--- config.mk ---
export PLATFORM = sky130hd
export DESIGN_NAME = id_exe_pipe_reg
export DESIGN_NICKNAME = d
export VERILOG_FILES = /design/src/rtl/id_exe_pipe_reg.sv
export SDC_FILE = /design/constraint.sdc
export NUM_CORES = 1
export LEC_CHECK = 0
export ABC_AREA = 1
export BUFFER_PORTS_ARGS = -buffer_cell sky130_fd_sc_hd__clkbuf_2
export CAP_MARGIN = 20
export CORE_UTILIZATION = 40
export DETAILED_ROUTE_END_ITERATION = 6
export GPL_TIMING_DRIVEN = 0
export PLACE_DENSITY = 0.7
export SYNTH_ARGS = -nofsm -noshare
export SYNTH_HDL_FRONTEND = slang
export SYNTH_SLANG_ARGS = --single-unit
--- constraint.sdc ---
create_clock -name clk -period 7.8 [get_ports clk]
set_input_delay 0.78 -clock clk [delete_from_list [all_inputs] [get_ports clk]]
set_output_delay 0.78 -clock clk [all_outputs]
set_load 0.01 [all_outputs]
--- src/rtl/id_exe_pipe_reg.sv ---
// rtl/id_exe_pipe_reg.sv - ID->EXE pipeline register with freeze, flush, valid gating and saturating event counters
module id_exe_pipe_reg #(
    parameter int WORD_W     = 32,
    parameter int REG_ADDR_W = 4,
    parameter int CNT_W      = 16
) (
    input  logic                  clk,
    input  logic                  rst,
    input  logic                  freeze,
    input  logic                  flush,
    input  logic                  id_valid,
    input  logic                  id_wb_en,
    input  logic                  id_mem_r_en,
    input  logic                  id_mem_w_en,
    input  logic                  id_b,
    input  logic                  id_s,
    input  logic                  id_imm,
    input  logic [3:0]            id_exe_cmd,
    input  logic [WORD_W-1:0]     id_pc,
    input  logic [WORD_W-1:0]     id_val_rn,
    input  logic [WORD_W-1:0]     id_val_rm,
    input  logic [11:0]           id_shift_op,
    input  logic [23:0]           id_simm24,
    input  logic [REG_ADDR_W-1:0] id_dest,
    input  logic [REG_ADDR_W-1:0] id_src1,
    input  logic [REG_ADDR_W-1:0] id_src2,
    input  logic [3:0]            id_status,
    output logic                  exe_valid,
    output logic                  exe_wb_en,
    output logic                  exe_mem_r_en,
    output logic                  exe_mem_w_en,
    output logic                  exe_b,
    output logic                  exe_s,
    output logic                  exe_imm,
    output logic [3:0]            exe_exe_cmd,
    output logic [WORD_W-1:0]     exe_pc,
    output logic [WORD_W-1:0]     exe_val_rn,
    output logic [WORD_W-1:0]     exe_val_rm,
    output logic [11:0]           exe_shift_op,
    output logic [23:0]           exe_simm24,
    output logic [REG_ADDR_W-1:0] exe_dest,
    output logic [REG_ADDR_W-1:0] exe_src1,
    output logic [REG_ADDR_W-1:0] exe_src2,
    output logic [3:0]            exe_status,
    output logic [CNT_W-1:0]      stall_cnt,
    output logic [CNT_W-1:0]      flush_cnt
);

    localparam int PIPE_W = 7 + 4 + 3 * WORD_W + 12 + 24 + 3 * REG_ADDR_W + 4;
    localparam logic [CNT_W-1:0] CNT_MAX = '1;

    logic [PIPE_W-1:0] pipe_q;
    logic [PIPE_W-1:0] load_d;

    // Side-effecting controls are qualified by id_valid so a bubble from ID
    // can never write back, touch memory, branch or update flags.
    assign load_d = {id_valid,
                     id_wb_en    & id_valid,
                     id_mem_r_en & id_valid,
                     id_mem_w_en & id_valid,
                     id_b        & id_valid,
                     id_s        & id_valid,
                     id_imm, id_exe_cmd, id_pc, id_val_rn, id_val_rm,
                     id_shift_op, id_simm24, id_dest, id_src1, id_src2,
                     id_status};

    assign {exe_valid, exe_wb_en, exe_mem_r_en, exe_mem_w_en, exe_b, exe_s,
            exe_imm, exe_exe_cmd, exe_pc, exe_val_rn, exe_val_rm,
            exe_shift_op, exe_simm24, exe_dest, exe_src1, exe_src2,
            exe_status} = pipe_q;

    // Flush outranks freeze so a taken branch always kills the stalled slot.
    always_ff @(posedge clk or posedge rst) begin
        if (rst) begin
            pipe_q    <= '0;
            stall_cnt <= '0;
            flush_cnt <= '0;
        end else if (flush) begin
            pipe_q <= '0;
            if (flush_cnt != CNT_MAX) begin
                flush_cnt <= flush_cnt + 1'b1;
            end
        end else if (freeze) begin
            if (stall_cnt != CNT_MAX) begin
                stall_cnt <= stall_cnt + 1'b1;
            end
        end else begin
            pipe_q <= load_d;
        end
    end

endmodule

## After elaboration in Yosys (flattened, before gate mapping)

Index checks and enable logic that the tools add are counted.

| storage, ports and cells | value |
|---|---|
| output and inout bits | 191 |
| word-level logic and storage cells | 18 |
| register bits after elaboration | 191 |

| operators by class | value |
|---|---|
| add/subtract/negate cells | 2 |
| equality and inequality tests | 3 |
| mux-type cells | 2 |
| bitwise logic cells | 6 |
| reductions and logical operators | 2 |

Operators by type and width:

| kind | count |
|---|---|
| 159-bit 2-to-1 mux | 2 |
| 16-bit by 1-bit adder with 16-bit output, second input constant | 2 |
| 16-bit inequality test, second input constant | 2 |
| 1-bit AND | 5 |
| 3-bit AND reduction | 1 |
| 2-bit by 1-bit inequality test with 1-bit output, second input constant | 1 |
| 2-bit AND reduction | 1 |
| 1-bit NOT | 1 |

## Depth between registers and ports, before layout

| logic depth | value |
|---|---|
| depth after elaboration | 3 |
| mapped depth | 9 |
| gate-level depth less buffers | 9 |

## Worst setup path before layout

OpenSTA, ideal clock, no wires.

| path | value |
|---|---|
| path kind | register to register |
| start point | register flush_cnt[0] |
| end point | register flush_cnt[9] |
| path buffers | 1 |
| setup slack | 6.224 ns |
| arrival time | 1.459 ns |
| cell stages (with the launch flop) | 10 |
| setup time | 0.118 ns |
| cells stage by stage | dfrtp_1 > ha_1 > inv_1 > nor2_4 > nand2_2 > nor2_2 > nor2_2 > buf_6 > nand2_2 > o21ai_2 |

| between the ends | value |
|---|---|
| cells in the longest elaborated chain, start to end | 2 |

Ends and longest elaborated chain:

| element | RTL line | source |
|---|---|---|
| from (decl) | 46 | `output logic [CNT_W-1:0] flush_cnt` |
| from (signal assigned) | 81 | `flush_cnt <= flush_cnt + 1'b1;` |
| branches (longest 2 deep; another with 16-bit by 1-bit adder with 16-bit output) | n/a |  |

Several ways; the timed one is not identified.
A chain may end at the register's enable or synchronous reset.

## Worst setup path in the final report

| path | value |
|---|---|
| start point | register stall_cnt[2] |
| end point | output port stall_cnt[2] |

RTL lines:

| element | RTL line | source |
|---|---|---|
| from (decl) | 45 | `output logic [CNT_W-1:0] stall_cnt,` |
| from (signal assigned) | 85 | `stall_cnt <= stall_cnt + 1'b1;` |

No word-level cell between the ends.

==> out/qor.txt <==
routed vias/inst -> 5.15
syn nets -> 814
Die ar. -> 19500 sq um
area of the core -> 18300 sq um
CP Buf/Inv Count -> 1
EDFF count, synth -> 0
worst path cell trace -> clkbuf_2
CTS H-tree depth -> 4
worst slew pin tran -> 0.562 ns
Worst-path clk slew -> 0.08 ns
Max Clock Skew -> 0.00592 ns
post-cts gate resize count -> 0
first-pass GRT wire length -> 34.5 mm
CTS Hold Buffers Added -> 0
Top Ports -> 354
Fmax achieved -> 529 MHz
largest net degree at the start of global routing -> 116
met2 Track Usage GR -> 0.387
unrepaired setup endpoints after global routing -> false
Final Setup Violations -> 0
final period utilization -> 0.242
initial core utilization -> 0.415
GR Layer Usage met1 -> 0.291
crit start category -> flop
worst path required time -> 7.02 ns
min cycle time layout -> 1.89 ns
Yosys cell types -> 23
slowest stage cell, crit path -> dfrtp_1
Syn Inst Count -> 649
critical path capture point type -> primary output
status -> complete, no violations
Mapped Area -> 7580 sq um
Max VDD drop -> 0.138 mV
CTS root buf -> clkbuf_16
layout cells sized above 1 -> 0.427
insertion delay to the later sink of the worst-skew pair -> 0.43 ns
residual DRC count -> 0
Core Util, Final -> 0.562
Avg Synthesized Cell Area -> 11.7 sq um
hold slack -> 0.407 ns
Placer Congestion -> 0.872
DIE HEIGHT -> 140 microns
GRT busiest layer -> met2
Synth Warn # -> 0
Synth Flop Type -> dfrtp_1
Post-DP HPWL -> 16.8 mm
Leak -> 5.55 nW
initial antenna violation count -> 1
Routed WL -> 22.4 mm
port buffer count -> 353
DIE WIDTH -> 140 microns
CTS max path bufs -> 2
DR pass1 iterations -> 5
hold crit path type -> in2async
asr flop ratio synth -> 1.00
setup tns final -> 0 ns
CTS Buf Count -> 17
initial drt markers -> 310
vias -> 6513
nets -> 1187
CP Class -> reg2out
vias in the first global route -> 6315
Max-Slew Margin vs Limit -> 0.626
Final Non-Filler Cells -> 1265
CTS sink count -> 191
CP max FO -> 7
reg2reg path depth -> 9
GR Overflow Total -> 0
setup bufs post-CTS -> 0
FP Rows -> 49
Placed Instances -> 1232
maxcap violations -> 0
Hold Violations, Final -> 0
Max Slew Vio Count -> 0
GR Util All Layers -> 0.231
arrival time at the worst endpoint -> 1.11 ns
sequential cell area fraction in the yosys report -> 0.630
Routed Antenna Nets -> 0
CTS tree -> yes
CP max stage delay -> 0.50 ns
Crit path max-delay family -> flip-flops
GRT met3 Usage -> 0.0513
area grow syn2layout -> 35.3%
CP Depth -> 1
synthesized flop and latch total -> 191
power density cells -> 228 nW/um^2
WL/cell -> 17.7 microns
-- metrics by stage --
step           cell area, sq um  worst slack (ns)  power, W
6_report                  10300              5.91   0.00233
5_1_grt                   10300              5.87   0.00244
4_1_cts                   10300              5.89   0.00236
3_5_place_dp               9670              5.54   0.00150
3_3_place_gp               9640            -0.223   0.00149
2_1_floorplan              7580              1.82   0.00132
-- placed cells by master, fill, tap and decap left out, types with 12 or more instances in the layout --
master,n
clkbuf_16,17
nand3_1,14
inv_1,30
dfrtp_1,191
clkbuf_2,353
nand4_1,12
buf_2,25
nand2_1,126
a22o_1,154
nor2_1,31
-- flip-flops by register name (all words and copies together) (netlist names) --
signal and flops:
pipe_q 159, flush_cnt 16, stall_cnt 16
-- layout make-up --
| class | instances | area [sq um] |
|---|---|---|
| antenna | 1 | 2.50 |
| buffer | 36 | 181 |
| clock buffer | 18 | 439 |
| clock inverter | 14 | 148 |
| fill | 1622 | 8010 |
| inverter | 33 | 131 |
| multi-input combinational | 389 | 2500 |
| sequential | 191 | 4780 |
| tap | 229 | 287 |
| timing repair buffer | 354 | 1790 |
-- routing by layer --
metal	vias to the layer above	routed length, microns
met3	34	1200
li1	3045	-
met4	0	457
met1	3181	9600
met2	253	11100
met5	-	0
-- synthesized netlist by cell type, types with 2 or more instances --
library cell	count	area share
dfrtp_1	191	0.63
a22o_1	154	0.18
nand2_1	126	0.062
inv_1	31	0.015
nor2_1	31	0.015
buf_2	25	0.016
nand3_1	14	0.0092
nand4_1	12	0.0099
clkbuf_1	9	0.0045
nand2_2	8	0.0066
xnor2_1	8	0.0092
nor2_2	7	0.0058
o21ai_2	7	0.0081
a32o_1	5	0.0066
o21ai_0	5	0.0033
nand3b_1	4	0.0040
nor2_4	3	0.0045
buf_6	2	0.0030
ha_1	2	0.0033
inv_2	2	0.00099
-- path summary, 6_finish.rpt --
path	startpoint	slack, ns	endpoint
min in group clk	pipe_q[155]	0.50	pipe_q[155]
worst min register to register	pipe_q[155]	0.50	pipe_q[155]
worst max-delay path	stall_cnt[2]	5.91	stall_cnt[2]
worst max register to register	flush_cnt[0]	6.05	flush_cnt[14]
worst min-delay path	rst	0.41	pipe_q[38]
max in group asynchronous	rst	6.46	pipe_q[144]
-- power by group --
group / internal, W / switching, W
combinational: 0.000151 / 0.000190
sequential: 0.00106 / 0.0000716
clock: 0.000436 / 0.000424
total: 0.00165 / 0.000686
-- cell families after synthesis --
kind of cell	count (synthesis)	synth area share
XOR/XNOR	9	0.0104
flip-flops	191	0.630
AO/OA/AOI/OAI	171	0.196
buffers and inverters	69	0.0403
adder cells (fa/ha/maj)	2	0.00330
AND/OR/NAND/NOR	207	0.120
Power figures use the tool's default switching activity.
